==> src/rtl/exec_sequencer_if.sv <==
// Handshake bundle between the control FSM, the ALU/converter datapath and exec_sequencer.
// The slave modport is the sequencer's view; the master modport is the driver's view.
interface exec_sequencer_if;
    logic       ex_req;
    logic       clear_req;
    logic [1:0] opcode;
    logic       b_zero;
    logic       alu_done;
    logic       conv_done;
    logic [1:0] op_out;
    logic       alu_start;
    logic       conv_start;
    logic       load_result;
    logic       done_strobe;
    logic       busy;
    logic       error;
    logic [1:0] err_code;

    modport master (
        output ex_req, clear_req, opcode, b_zero, alu_done, conv_done,
        input  op_out, alu_start, conv_start, load_result, done_strobe, busy, error, err_code
    );

    modport slave (
        input  ex_req, clear_req, opcode, b_zero, alu_done, conv_done,
        output op_out, alu_start, conv_start, load_result, done_strobe, busy, error, err_code
    );
endinterface

==> src/rtl/exec_sequencer.sv <==
// Execute sequencer: start ALU, then BCD converter, load and signal completion,
// with per-stage timeouts, divide-by-zero trapping and a sticky error code.
module exec_sequencer #(
    parameter int unsigned TIMEOUT = 64
) (
    input  logic               clock,
    input  logic               reset_n,
    exec_sequencer_if.slave    sif
);

    typedef enum logic [2:0] {
        IDLE,
        ALU_WAIT,
        CONV_WAIT,
        LOAD,
        DONE,
        ERR
    } state_t;

    localparam logic [7:0] LIMIT = 8'(TIMEOUT - 1);

    state_t     state_q, state_d;
    logic [7:0] cnt_q, cnt_d;
    logic [1:0] op_out_q, op_out_d;
    logic       alu_start_q, alu_start_d;
    logic       conv_start_q, conv_start_d;
    logic       load_result_q, load_result_d;
    logic       done_strobe_q, done_strobe_d;
    logic       busy_q, busy_d;
    logic       error_q, error_d;
    logic [1:0] err_code_q, err_code_d;

    always_comb begin
        state_d       = state_q;
        cnt_d         = cnt_q;
        op_out_d      = op_out_q;
        alu_start_d   = 1'b0;
        conv_start_d  = 1'b0;
        load_result_d = 1'b0;
        done_strobe_d = 1'b0;
        error_d       = error_q;
        err_code_d    = err_code_q;

        // clear_req outranks every other event in the same cycle
        if (sif.clear_req) begin
            state_d    = IDLE;
            cnt_d      = '0;
            error_d    = 1'b0;
            err_code_d = '0;
        end else begin
            unique case (state_q)
                IDLE, ERR: begin
                    if (sif.ex_req) begin
                        op_out_d   = sif.opcode;
                        cnt_d      = '0;
                        error_d    = 1'b0;
                        err_code_d = '0;
                        if (sif.opcode == 2'b11 && sif.b_zero) begin
                            state_d    = ERR;
                            error_d    = 1'b1;
                            err_code_d = 2'b01;
                        end else begin
                            state_d     = ALU_WAIT;
                            alu_start_d = 1'b1;
                        end
                    end
                end
                ALU_WAIT: begin
                    if (sif.alu_done) begin
                        state_d      = CONV_WAIT;
                        conv_start_d = 1'b1;
                        cnt_d        = '0;
                    end else if (cnt_q == LIMIT) begin
                        state_d    = ERR;
                        error_d    = 1'b1;
                        err_code_d = 2'b10;
                        cnt_d      = '0;
                    end else begin
                        cnt_d = cnt_q + 8'd1;
                    end
                end
                CONV_WAIT: begin
                    if (sif.conv_done) begin
                        state_d       = LOAD;
                        load_result_d = 1'b1;
                        cnt_d         = '0;
                    end else if (cnt_q == LIMIT) begin
                        state_d    = ERR;
                        error_d    = 1'b1;
                        err_code_d = 2'b11;
                        cnt_d      = '0;
                    end else begin
                        cnt_d = cnt_q + 8'd1;
                    end
                end
                LOAD: begin
                    state_d       = DONE;
                    done_strobe_d = 1'b1;
                end
                DONE: begin
                    state_d = IDLE;
                end
                default: begin
                    state_d = IDLE;
                end
            endcase
        end

        busy_d = (state_d == ALU_WAIT) || (state_d == CONV_WAIT) ||
                 (state_d == LOAD) || (state_d == DONE);
    end

    always_ff @(posedge clock or negedge reset_n) begin
        if (!reset_n) begin
            state_q       <= IDLE;
            cnt_q         <= '0;
            op_out_q      <= '0;
            alu_start_q   <= 1'b0;
            conv_start_q  <= 1'b0;
            load_result_q <= 1'b0;
            done_strobe_q <= 1'b0;
            busy_q        <= 1'b0;
            error_q       <= 1'b0;
            err_code_q    <= '0;
        end else begin
            state_q       <= state_d;
            cnt_q         <= cnt_d;
            op_out_q      <= op_out_d;
            alu_start_q   <= alu_start_d;
            conv_start_q  <= conv_start_d;
            load_result_q <= load_result_d;
            done_strobe_q <= done_strobe_d;
            busy_q        <= busy_d;
            error_q       <= error_d;
            err_code_q    <= err_code_d;
        end
    end

    assign sif.op_out      = op_out_q;
    assign sif.alu_start   = alu_start_q;
    assign sif.conv_start  = conv_start_q;
    assign sif.load_result = load_result_q;
    assign sif.done_strobe = done_strobe_q;
    assign sif.busy        = busy_q;
    assign sif.error       = error_q;
    assign sif.err_code    = err_code_q;

endmodule

==> src/flat_wrapper.sv <==
// flat-port wrapper written by rule: the top's interface ports become plain ports
module exec_sequencer_flat 
#(
    parameter int unsigned TIMEOUT = 64
)
  (clock, reset_n, sif_ex_req, sif_clear_req, sif_opcode, sif_b_zero, sif_alu_done, sif_conv_done, sif_op_out, sif_alu_start, sif_conv_start, sif_load_result, sif_done_strobe, sif_busy, sif_error, sif_err_code);
  exec_sequencer_if sif_i ();
  input  logic clock;
  input  logic reset_n;
  input wire logic [$bits(sif_i.ex_req)-1:0] sif_ex_req;
  input wire logic [$bits(sif_i.clear_req)-1:0] sif_clear_req;
  input wire logic [$bits(sif_i.opcode)-1:0] sif_opcode;
  input wire logic [$bits(sif_i.b_zero)-1:0] sif_b_zero;
  input wire logic [$bits(sif_i.alu_done)-1:0] sif_alu_done;
  input wire logic [$bits(sif_i.conv_done)-1:0] sif_conv_done;
  output wire logic [$bits(sif_i.op_out)-1:0] sif_op_out;
  output wire logic [$bits(sif_i.alu_start)-1:0] sif_alu_start;
  output wire logic [$bits(sif_i.conv_start)-1:0] sif_conv_start;
  output wire logic [$bits(sif_i.load_result)-1:0] sif_load_result;
  output wire logic [$bits(sif_i.done_strobe)-1:0] sif_done_strobe;
  output wire logic [$bits(sif_i.busy)-1:0] sif_busy;
  output wire logic [$bits(sif_i.error)-1:0] sif_error;
  output wire logic [$bits(sif_i.err_code)-1:0] sif_err_code;
  assign sif_i.ex_req = sif_ex_req;
  assign sif_i.clear_req = sif_clear_req;
  assign sif_i.opcode = sif_opcode;
  assign sif_i.b_zero = sif_b_zero;
  assign sif_i.alu_done = sif_alu_done;
  assign sif_i.conv_done = sif_conv_done;
  assign sif_op_out = sif_i.op_out;
  assign sif_alu_start = sif_i.alu_start;
  assign sif_conv_start = sif_i.conv_start;
  assign sif_load_result = sif_i.load_result;
  assign sif_done_strobe = sif_i.done_strobe;
  assign sif_busy = sif_i.busy;
  assign sif_error = sif_i.error;
  assign sif_err_code = sif_i.err_code;
  exec_sequencer #(.TIMEOUT(TIMEOUT)) u_core (.clock(clock), .reset_n(reset_n), .sif(sif_i));
endmodule
==> config.mk <==
export PLATFORM = sky130hd
export DESIGN_NAME = exec_sequencer_flat
export DESIGN_NICKNAME = d
export VERILOG_FILES = /design/src/rtl/exec_sequencer_if.sv /design/src/rtl/exec_sequencer.sv /design/src/flat_wrapper.sv
export SDC_FILE = /design/constraint.sdc
export NUM_CORES = 1
export LEC_CHECK = 0
export CAP_MARGIN = 25
export CORE_UTILIZATION = 56
export CTS_CLUSTER_DIAMETER = 200
export DETAILED_ROUTE_END_ITERATION = 8
export PLACE_DENSITY = 0.83
export SYNTH_ARGS = -nofsm -noshare
export SYNTH_HDL_FRONTEND = slang
export SYNTH_SLANG_ARGS = --single-unit
==> constraint.sdc <==
create_clock -name clock -period 4.03 [get_ports clock]
set_clock_uncertainty 0.05 [all_clocks]
set_input_delay 0.6045 -clock clock [delete_from_list [all_inputs] [get_ports clock]]
set_output_delay 0.6045 -clock clock [all_outputs]
set_load 0.005 [all_outputs]
==> metrics.yaml, run 1 <==
grt_pass1_vias: 814
hpwl_um: 1910
grt_usage_pct: 24.6
p_leak_nw: 0.578
wirelength_um: 2530
synth.avg_cell_area_sq_um: 9.95
setup_viol: 0
status: "finished, final reports clean"
fin_nets: 147
ys_seq_elements: 21
postCtsSetupBuffers: 0
hold_viol_final: 0
crit_path_max_fanout: 10
tns_ns: 0
grt_pass1_wl_um: 3840
whs_path_depth: 1
postSynthCellCount: 118
numCtsBuffers: 3
synth_ff_type: "dfrtp_1"
dr_total_vias: 1014
max-slew-margin-rel_pct: 39.4
finalWorstSetupSlack_ns: 1.76
drtPass1Iterations: 4
area_growth_pct: 18.7
r2r_end: "u_core.sif.err_code[0]$_DFFE_PN0P_"
insertedDiodeCount: 0
criticalPathCategory: "in2reg"
regToRegStartpoint: "u_core.cnt_q[0]$_DFFE_PN0P_"
gr-total-overflow: 0
cts.reportedPaths.clkPinSlew_ns: 0.12
ios: 19
maxSlewViolCount: 0
seq_area_frac_synth_pct: 44.8
period_needed_ns: 2.27
fin_crit_sh_pct: 56.3
start_kind: "primary input"
async_flop_share_pct: 100
vias_per_cell: 6.22
cts_max_level: 1
die_h_um: 47.8
cts_tree: "done"
vdd_drop_max_mv: 0.274
p_per_area_nw_per_um2: 380
worst_slew_pin_slew_ns: 0.906
synth_cell_type_count: 41
finish.utilization_pct: 71.0
antenna_found_initial: 0
min_path_type: "reg2reg"
place_area_sq_um: 1370
hold_end: "u_core.sif.err_code[1]$_DFFE_PN0P_"
hold_slack_ns: 0.462
drv_cap: 0
drcViolationCount: 0
hp-start: "u_core.sif.err_code[1]$_DFFE_PN0P_"
coreArea_sq_um: 1960
root_buffer: "clkbuf_4"
arrival_ns: 2.43
required_ns: 4.19
crit_slowest_cell: "clkdlybuf4s50_1"
die_x_um: 47.8
ctsHoldBuffers: 0
r2r_slack_ns: 1.92
wl_per_cell_um: 15.5
detail-route-antenna-nets: 0
rsz0062_at_grt: "no"
cts.sinks: 21
cts_buffer_depth: 2
reg2reg_depth: 6
stdcell_area_sq_um: 1390
io_buffers: 18
drt-initial-drc-count: 37
crit_chain: "clkdlybuf4s50_1 -> nor2_1 -> a21boi_0 -> o21bai_2 -> a221oi_2 -> a22o_1"
critPathCaptureType: "register"
synth_edf_count: 0
cts_resized: 0
grt_max_degree: 22
clock_latency_ns: 0.30
layout-drive-gt1-share_pct: 11.0
dieArea_sq_um: 2280
synthesis.area_sq_um: 1170
gp_congestion: 0.864
synth_fp_nets: 128
clock.fmax_mhz: 441
place_ws_ns: 1.47
yosysWarnings: 0
cp_slowest_stage_delay_ns: 0.62
rows: 16
start_util_pct: 59.8
where the power goes:
group	switching, mW	leakage, nW	internal, mW	total [mW]
clock	0.0654	0.0177	0.0370	0.102
sequential	0.0256	0.283	0.236	0.261
combinational	0.0753	0.277	0.0893	0.165
metrics by stage:
step	std cells	power (mW)
detailed placement	159	0.429
finish	163	0.529
global route	163	0.560
floorplan	118	0.358
global placement	159	0.422
CTS	163	0.529
synth_stat cells (2+ instances only):
library cell / count / area, sq um
nor2b_1: 3 / 18.8
nor2_1: 15 / 56.3
or2_2: 2 / 12.5
buf_2: 3 / 15.0
o32ai_2: 2 / 32.5
a311oi_1: 3 / 26.3
nand2_1: 6 / 22.5
a22o_1: 3 / 26.3
mux2_2: 2 / 22.5
o22a_1: 2 / 17.5
and2_1: 2 / 12.5
nor3b_1: 3 / 22.5
o31ai_1: 2 / 15.0
a211oi_1: 2 / 15.0
o21ai_0: 10 / 50.1
nand2b_1: 3 / 18.8
and3_1: 4 / 25.0
dfrtp_1: 21 / 526
nand3b_1: 3 / 22.5
xnor2_1: 2 / 17.5
nand3_1: 4 / 20.0
nor3_1: 2 / 10.0
state kept, by name (all words and copies together), names as in the netlist:
| signal | cells |
|---|---|
| u_core.sif.busy | 1 |
| u_core.sif.done_strobe | 1 |
| u_core.state_q | 3 |
| u_core.sif.err_code | 2 |
| u_core.sif.load_result | 1 |
| u_core.sif.conv_start | 1 |
| u_core.sif.alu_start | 1 |
| u_core.cnt_q | 8 |
| u_core.sif.op_out | 2 |
| u_core.sif.error | 1 |
final cells by class:
cell class | count | area [sq um]
clock buffer | 3 | 22.5
sequential | 21 | 526
timing repair buffer | 18 | 180
multi-input combinational | 92 | 622
clock inverter | 1 | 5.00
inverter | 1 | 3.75
tap | 27 | 33.8
fill | 154 | 569
logic make-up after synthesis:
logic type      Yosys count  share of synthesized area (%)
compound gates           36                           24.2
xor+xnor                  2                           1.49
fa+ha+maj                 1                           1.07
buf+inv                   5                           2.24
flops                    21                           44.8
mux                       2                           1.92
simple gates             51                           24.3
cell usage in the layout (no fill, tap or decap), types with 3 or more instances in the layout:
cell type and n:
a22o_1 3, a311oi_1 3, and3_1 4, clkbuf_4 3, clkdlybuf4s50_1 18, dfrtp_1 21, nand2_1 6, nand2b_1 3
nand3_1 4, nand3b_1 3, nor2_1 15, nor2b_1 3, nor3b_1 3, o21ai_0 10
metal layers:
layer  vias to the layer above  wire [um]  global-route usage (%)
met5                         -          0                       0
met4                         0         31                    5.00
met3                         4        119                    3.40
met2                        32       1240                    39.5
met1                       499       1140                    35.7
li1                        479          -                       -
how the worst max path moves through the flow:
| stage | from | to | cells after the start |
|---|---|---|---|
| after CTS | sif_clear_req | u_core.cnt_q[6]$_DFFE_PN0P_ | 5 |
| after global routing | sif_clear_req | u_core.cnt_q[6]$_DFFE_PN0P_ | 5 |
| after global placement | sif_clear_req | u_core.cnt_q[6]$_DFFE_PN0P_ | 5 |
| after detailed placement | sif_clear_req | u_core.sif.err_code[0]$_DFFE_PN0P_ | 6 |
| after floorplan | sif_clear_req | u_core.sif.err_code[0]$_DFFE_PN0P_ | 6 |
| final | sif_clear_req | u_core.sif.err_code[0]$_DFFE_PN0P_ | 6 |
worst max-delay path: cells and delay by family:
kind	cells	cell delay, ns
compound gates	4	0.94
buf+inv	1	0.62
simple gates	1	0.26
(Power assumes the default switching activity.)
==> run 2: changes to the inputs <==
--- a/config.mk
+++ b/config.mk
@@ -6,10 +6,10 @@
 export NUM_CORES = 1
 export LEC_CHECK = 0
 export CAP_MARGIN = 25
-export CORE_UTILIZATION = 56
+export CORE_UTILIZATION = 52
 export CTS_CLUSTER_DIAMETER = 200
 export DETAILED_ROUTE_END_ITERATION = 8
-export PLACE_DENSITY = 0.83
+export PLACE_DENSITY = 0.78
 export SYNTH_ARGS = -nofsm -noshare
 export SYNTH_HDL_FRONTEND = slang
 export SYNTH_SLANG_ARGS = --single-unit
==> constraint.sdc (replaced) <==
create_clock -name clock -period 2.3 [get_ports clock]
set_clock_uncertainty 0.05 [all_clocks]
set_input_delay 0.345 -clock clock [delete_from_list [all_inputs] [get_ports clock]]
set_output_delay 0.345 -clock clock [all_outputs]
set_load 0.005 [all_outputs]
==> metrics.yaml, run 2 (same netlist as run 1, synthesis figures left out) <==
reg2reg_depth: 6  # unchanged
regToRegStartpoint: "u_core.cnt_q[0]$_DFFE_PN0P_"
cts.reportedPaths.clkPinSlew_ns: 0.11  # about the same
netSwitchingFraction_pct: 30.5  # -1.0 points
p_comb_share_pct: 32.1  # +1.0 points
fin_crit_sh_pct: 84.2
p_per_area_nw_per_um2: 651  # +71%
drt-initial-drc-count: 25  # -32%
layout_common_cells: "dfrtp_1 (21), clkdlybuf4s50_1 (18), nor2_1 (15)"
maxSlewViolCount: 0  # unchanged
start_util_pct: 57.5  # -2.3 points
pwr-share-clk_pct: 18.8  # -0.6 points
r2r_slack_ns: 0.36  # -1.56 ns
detail-route-antenna-nets: 0  # unchanged
die_x_um: 49.5  # +3.6%
cts_buffer_depth: 2  # unchanged
rsz0062_at_grt: "no"
arrival_ns: 2.08  # -0.35 ns
layout_commonest_cell: "dfrtp_1"
hold_slack_ns: 0.321  # -0.141 ns
ios: 19  # unchanged
dieArea_sq_um: 2450  # +7.4%
regMostFlops: "u_core.cnt_q"
grt_max_degree: 22  # unchanged
wl_per_cell_um: 15.0  # -3.4%
p_int_mw: 0.643  # +78%
root_buffer: "clkbuf_4"
antenna_found_initial: 0  # unchanged
dr_total_vias: 1008  # -0.59%
die_h_um: 49.5  # +3.6%
drtPass1Iterations: 4  # unchanged
start_kind: "register"
ctsHoldBuffers: 0  # unchanged
r2r_end: "u_core.sif.err_code[0]$_DFFE_PN0P_"
vias_per_cell: 6.04  # -3.0%
min_path_type: "in2async"
vdd_drop_max_mv: 0.431  # +57%
drcViolationCount: 0  # unchanged
reg_top3: "u_core.cnt_q x8, u_core.state_q x3"
grt_pass1_wl_um: 4170  # +8.6%
gr-total-overflow: 0  # unchanged
hpwl_um: 1840  # -3.8%
gp_congestion: 0.825  # -4.5%
fin_nets: 151  # +2.7%
drv_cap: 0  # unchanged
largest_register_ffs: 8  # unchanged
criticalPathCategory: "reg2reg"
crit_path_max_fanout: 7  # -3
grt_usage_pct: 22.7  # -1.9 points
worst_slew_pin_slew_ns: 0.575  # -0.331 ns
setup_viol: 0  # unchanged
numCtsBuffers: 3  # unchanged
hold_viol_final: 0  # unchanged
io_buffers: 18  # unchanged
wirelength_um: 2510  # -0.99%
p_leak_nw: 0.595  # +3.0%
tns_ns: 0  # unchanged
rows: 16  # unchanged
coreArea_sq_um: 2040  # +4.1%
clock_latency_ns: 0.30  # about the same
status: "finished, final reports clean"
area_growth_pct: 21.1
cts_tree: "done"
layout-drive-gt1-share_pct: 12.9  # +1.8 points
required_ns: 2.45  # -1.74 ns
cts.sinks: 21  # unchanged
critPathCaptureType: "register"
insertedDiodeCount: 0  # unchanged
cts_resized: 0  # unchanged
postCtsSetupBuffers: 0  # unchanged
cts_max_level: 1  # unchanged
pwr-share-seq_pct: 49.1  # -0.4 points
grt_pass1_vias: 908  # +12%
period_needed_ns: 1.94
p_sw_mw: 0.282  # +69%
max-slew-margin-rel_pct: 61.4  # +22 points
clock.fmax_mhz: 516
[run 2: cell count changes in the layout (fill, tap and decap cells not counted)]
cell	delta
buf_4	+4
clkinv_2	-1
clkbuf_1	+1
[run 2: per-stage QoR]
stage               util [%]  setup WS, ns  std cells  power (mW)  instance area, sq um
global placement        68.3         0.237        163       0.747                  1400
global route            69.6         0.211        167       0.982                  1420
CTS                     69.6         0.373        167       0.935                  1420
floorplan                  -         0.491        118       0.628                  1170
finish                  69.6         0.362        167       0.925                  1420
detailed placement      68.3         0.190        163       0.757                  1400
[run 2: final cells by class]
| cell class | count | area [sq um] |
|---|---|---|
| multi-input combinational | 92 | 622 |
| timing repair buffer | 22 | 210 |
| tap | 27 | 33.8 |
| sequential | 21 | 526 |
| inverter | 1 | 3.75 |
| clock buffer | 4 | 26.3 |
| fill | 167 | 621 |
[run 2: critical path, stage by stage, from the launching register on]
cell and delay (ns):
dfrtp_1 0.42, ha_1 0.19, nand2_1 0.10, nor4_4 0.33
inv_1 0.20, a221o_1 0.36, a22o_1 0.18
[run 2: how the worst max path moves through the flow]
stage | to | depth (start not counted) | from
2_1_floorplan | u_core.sif.err_code[0]$_DFFE_PN0P_ | 6 | u_core.cnt_q[0]$_DFFE_PN0P_
3_3_place_gp | u_core.sif.err_code[0]$_DFFE_PN0P_ | 6 | sif_alu_done
3_5_place_dp | u_core.sif.err_code[0]$_DFFE_PN0P_ | 6 | sif_alu_done
4_1_cts | u_core.sif.err_code[0]$_DFFE_PN0P_ | 6 | u_core.cnt_q[0]$_DFFE_PN0P_
5_1_grt | u_core.sif.err_code[0]$_DFFE_PN0P_ | 6 | u_core.cnt_q[0]$_DFFE_PN0P_
6_report | u_core.sif.err_code[0]$_DFFE_PN0P_ | 6 | u_core.cnt_q[0]$_DFFE_PN0P_
[run 2: routing by layer]
metal  vias to the layer above  wire length (um)  track usage [%]
li1                        493                 -                -
met1                       471              1270             33.7
met2                        35              1100             34.7
met3                         9                86             2.78
met4                         0                50             7.14
met5                         -                 0                0
[run 2: power by group through the flow]
| stage | Combinational, mW | Clock [mW] | Sequential [mW] |
|---|---|---|---|
| after floorplan | 0.182 | 0 | 0.445 |
| after global placement | 0.288 | 0 | 0.459 |
| after detailed placement | 0.295 | 0 | 0.461 |
| after CTS | 0.297 | 0.184 | 0.454 |
| after global routing | 0.324 | 0.195 | 0.463 |
| final | 0.297 | 0.173 | 0.454 |
==> run 3: changes to the inputs <==
==> constraint.sdc (replaced) <==
create_clock -name clock -period 1.8 [get_ports clock]
set_clock_uncertainty 0.05 [all_clocks]
set_input_delay 0.27 -clock clock [delete_from_list [all_inputs] [get_ports clock]]
set_output_delay 0.27 -clock clock [all_outputs]
set_load 0.005 [all_outputs]
==> metrics.yaml, run 3 (same netlist as run 1, synthesis figures left out) <==
detail-route-antenna-nets: 0  # unchanged
crit_slowest_cell: "dfrtp_1"
status: "finished, final reports clean"
wirelength_um: 2870  # +14%
reg_top3: "u_core.cnt_q x8, u_core.state_q x3"
p_leak_nw: 0.723  # +21%
clock.fmax_mhz: 567  # +9.9%
grt_pass1_wl_um: 4600  # +10%
stdcell_area_sq_um: 1650  # +16%
path_delay_family: "compound AO/OA/AOI/OAI gates"
die_x_um: 49.5  # unchanged
antenna_found_initial: 0  # unchanged
worst_slew_pin_slew_ns: 0.346  # -0.229 ns
min_path_type: "in2async"
hold_viol_final: 0  # unchanged
critPathCaptureType: "register"
criticalPathCategory: "reg2reg"
area_growth_pct: 40.6
crit_chain: "nand2b_1 -> buf_4 -> a311oi_1 -> buf_4 -> a221oi_2 -> a22o_1"
cp.buffers_inverters: 2  # +1
ctsHoldBuffers: 0  # unchanged
vias_per_cell: 5.66  # -6.1%
tns_ns: 0  # unchanged
r2r_slack_ns: 0.04  # -0.33 ns
drtPass1Iterations: 4  # unchanged
place_area_sq_um: 1590  # +14%
gp_congestion: 0.823  # -0.33%
layout-drive-gt1-share_pct: 31.7  # +19 points
required_ns: 1.96  # -0.49 ns
cts_buffer_depth: 2  # unchanged
coreArea_sq_um: 2040  # unchanged
reg2reg_depth: 6  # unchanged
drcViolationCount: 0  # unchanged
cts_tree: "done"
layout_common_cells: "buf_4 (30), clkdlybuf4s50_1 (18), dfrtp_1 (18)"
grt_max_degree: 22  # unchanged
regMostFlops: "u_core.cnt_q"
ios: 19  # unchanged
fin_nets: 178  # +18%
r2r_end: "u_core.sif.err_code[0]$_DFFE_PN0P_"
fillCellCount: 139  # -17%
largest_register_ffs: 8  # unchanged
grt_pass1_vias: 1027  # +13%
io_buffers: 18  # unchanged
rsz0062_at_grt: "yes"
grt_usage_pct: 25.4  # +2.7 points
start_kind: "register"
cts.reportedPaths.clkPinSlew_ns: 0.11  # about the same
fin_crit_sh_pct: 98.0  # +14 points
gr-total-overflow: 0  # unchanged
wl_per_cell_um: 14.8  # -1.5%
drv_cap: 0  # unchanged
arrival_ns: 1.92  # -0.16 ns
cp_slowest_stage_delay_ns: 0.46  # +0.04 ns
crit_path_frequent_cell: "buf_4"
cts.sinks: 21  # unchanged
dr_total_vias: 1099  # +9.0%
hpwl_um: 2120  # +15%
max-slew-margin-rel_pct: 76.6  # +15 points
setup_viol: 0  # unchanged
p_total_mw: 1.30  # +40%
clock_latency_ns: 0.31  # about the same
dieArea_sq_um: 2450  # unchanged
vdd_drop_max_mv: 0.922  # +110%
numCtsBuffers: 3  # unchanged
hold_slack_ns: 0.237  # -0.0836 ns
root_buffer: "clkbuf_4"
p_per_area_nw_per_um2: 785  # +21%
rows: 16  # unchanged
period_needed_ns: 1.76  # -0.174 ns
crit_path_max_fanout: 7  # unchanged
regToRegStartpoint: "u_core.state_q[2]$_DFF_PN0_"
cts_max_level: 1  # unchanged
insertedDiodeCount: 0  # unchanged
die_h_um: 49.5  # unchanged
start_util_pct: 57.5  # unchanged
drt-initial-drc-count: 43  # +72%
maxSlewViolCount: 0  # unchanged
layout_commonest_cell: "buf_4"
## run 3: cell count changes in the layout (fill, tap and decap cells not counted), sizes merged
cell and change:
clkbuf +1, buf +26
## run 3: per-stage QoR
stage / util [%] / instances / setup WS, ns
after floorplan: - / 118 / 0.0215
after global placement: 77.9 / 187 / -0.150
after detailed placement: 77.9 / 187 / -0.207
after CTS: 79.2 / 191 / 0.0128
after global routing: 80.8 / 194 / -0.0531
final: 80.8 / 194 / 0.0367
## run 3: worst register-to-register path, cell delays in order, from the launching register on
cell	delay, ns
dfrtp_1	0.46
nand2b_1	0.20
buf_4	0.14
a311oi_1	0.32
buf_4	0.20
a221oi_2	0.05
a22o_1	0.24
## run 3: area by class of cell
class	instances	area, sq um	share of cell area, %
inverter	1	3.75	0.227
timing repair buffer	49	410	24.9
sequential	21	529	32.1
clock buffer	4	26.3	1.59
multi-input combinational	92	647	39.2
tap	27	33.8	2.05
## run 3: how the worst max path moves through the flow
stage / start / depth (start not counted) / slack [ns] / to
after floorplan: u_core.cnt_q[1]$_DFFE_PN0P_ / 6 / 0.02 / u_core.sif.err_code[0]$_DFFE_PN0P_
after global placement: sif_alu_done / 6 / -0.15 / u_core.sif.err_code[0]$_DFFE_PN0P_
after detailed placement: sif_alu_done / 6 / -0.21 / u_core.sif.err_code[0]$_DFFE_PN0P_
after CTS: u_core.cnt_q[1]$_DFFE_PN0P_ / 6 / 0.01 / u_core.sif.err_code[0]$_DFFE_PN0P_
after global routing: u_core.state_q[1]$_DFF_PN0_ / 6 / -0.05 / u_core.cnt_q[7]$_DFFE_PN0P_
final: u_core.state_q[2]$_DFF_PN0_ / 6 / 0.04 / u_core.sif.err_code[0]$_DFFE_PN0P_
## run 3: metal layers
layer / vias to the layer above / routed length [um] / GRT usage [%]
met5: - / 0 / 0
met4: 0 / 42 / 10.0
met1: 519 / 1400 / 33.6
met3: 5 / 98 / 4.01
li1: 545 / - / -
met2: 30 / 1330 / 41.8
## run 3: power by group
group	internal, mW	leakage, nW	switching (mW)	total (mW)
sequential	0.530	0.279	0.0449	0.575
combinational	0.281	0.430	0.209	0.490
clock	0.0866	0.0150	0.144	0.231
total	0.897	0.723	0.398	1.30
## run 3: timing repair
item                       in CTS  in global routing
setup buffers                   0                  3
setup endpoints to repair       1                  7
pin swaps                       0                  1
cloned                          0                  0
gates resized for setup         1                  4
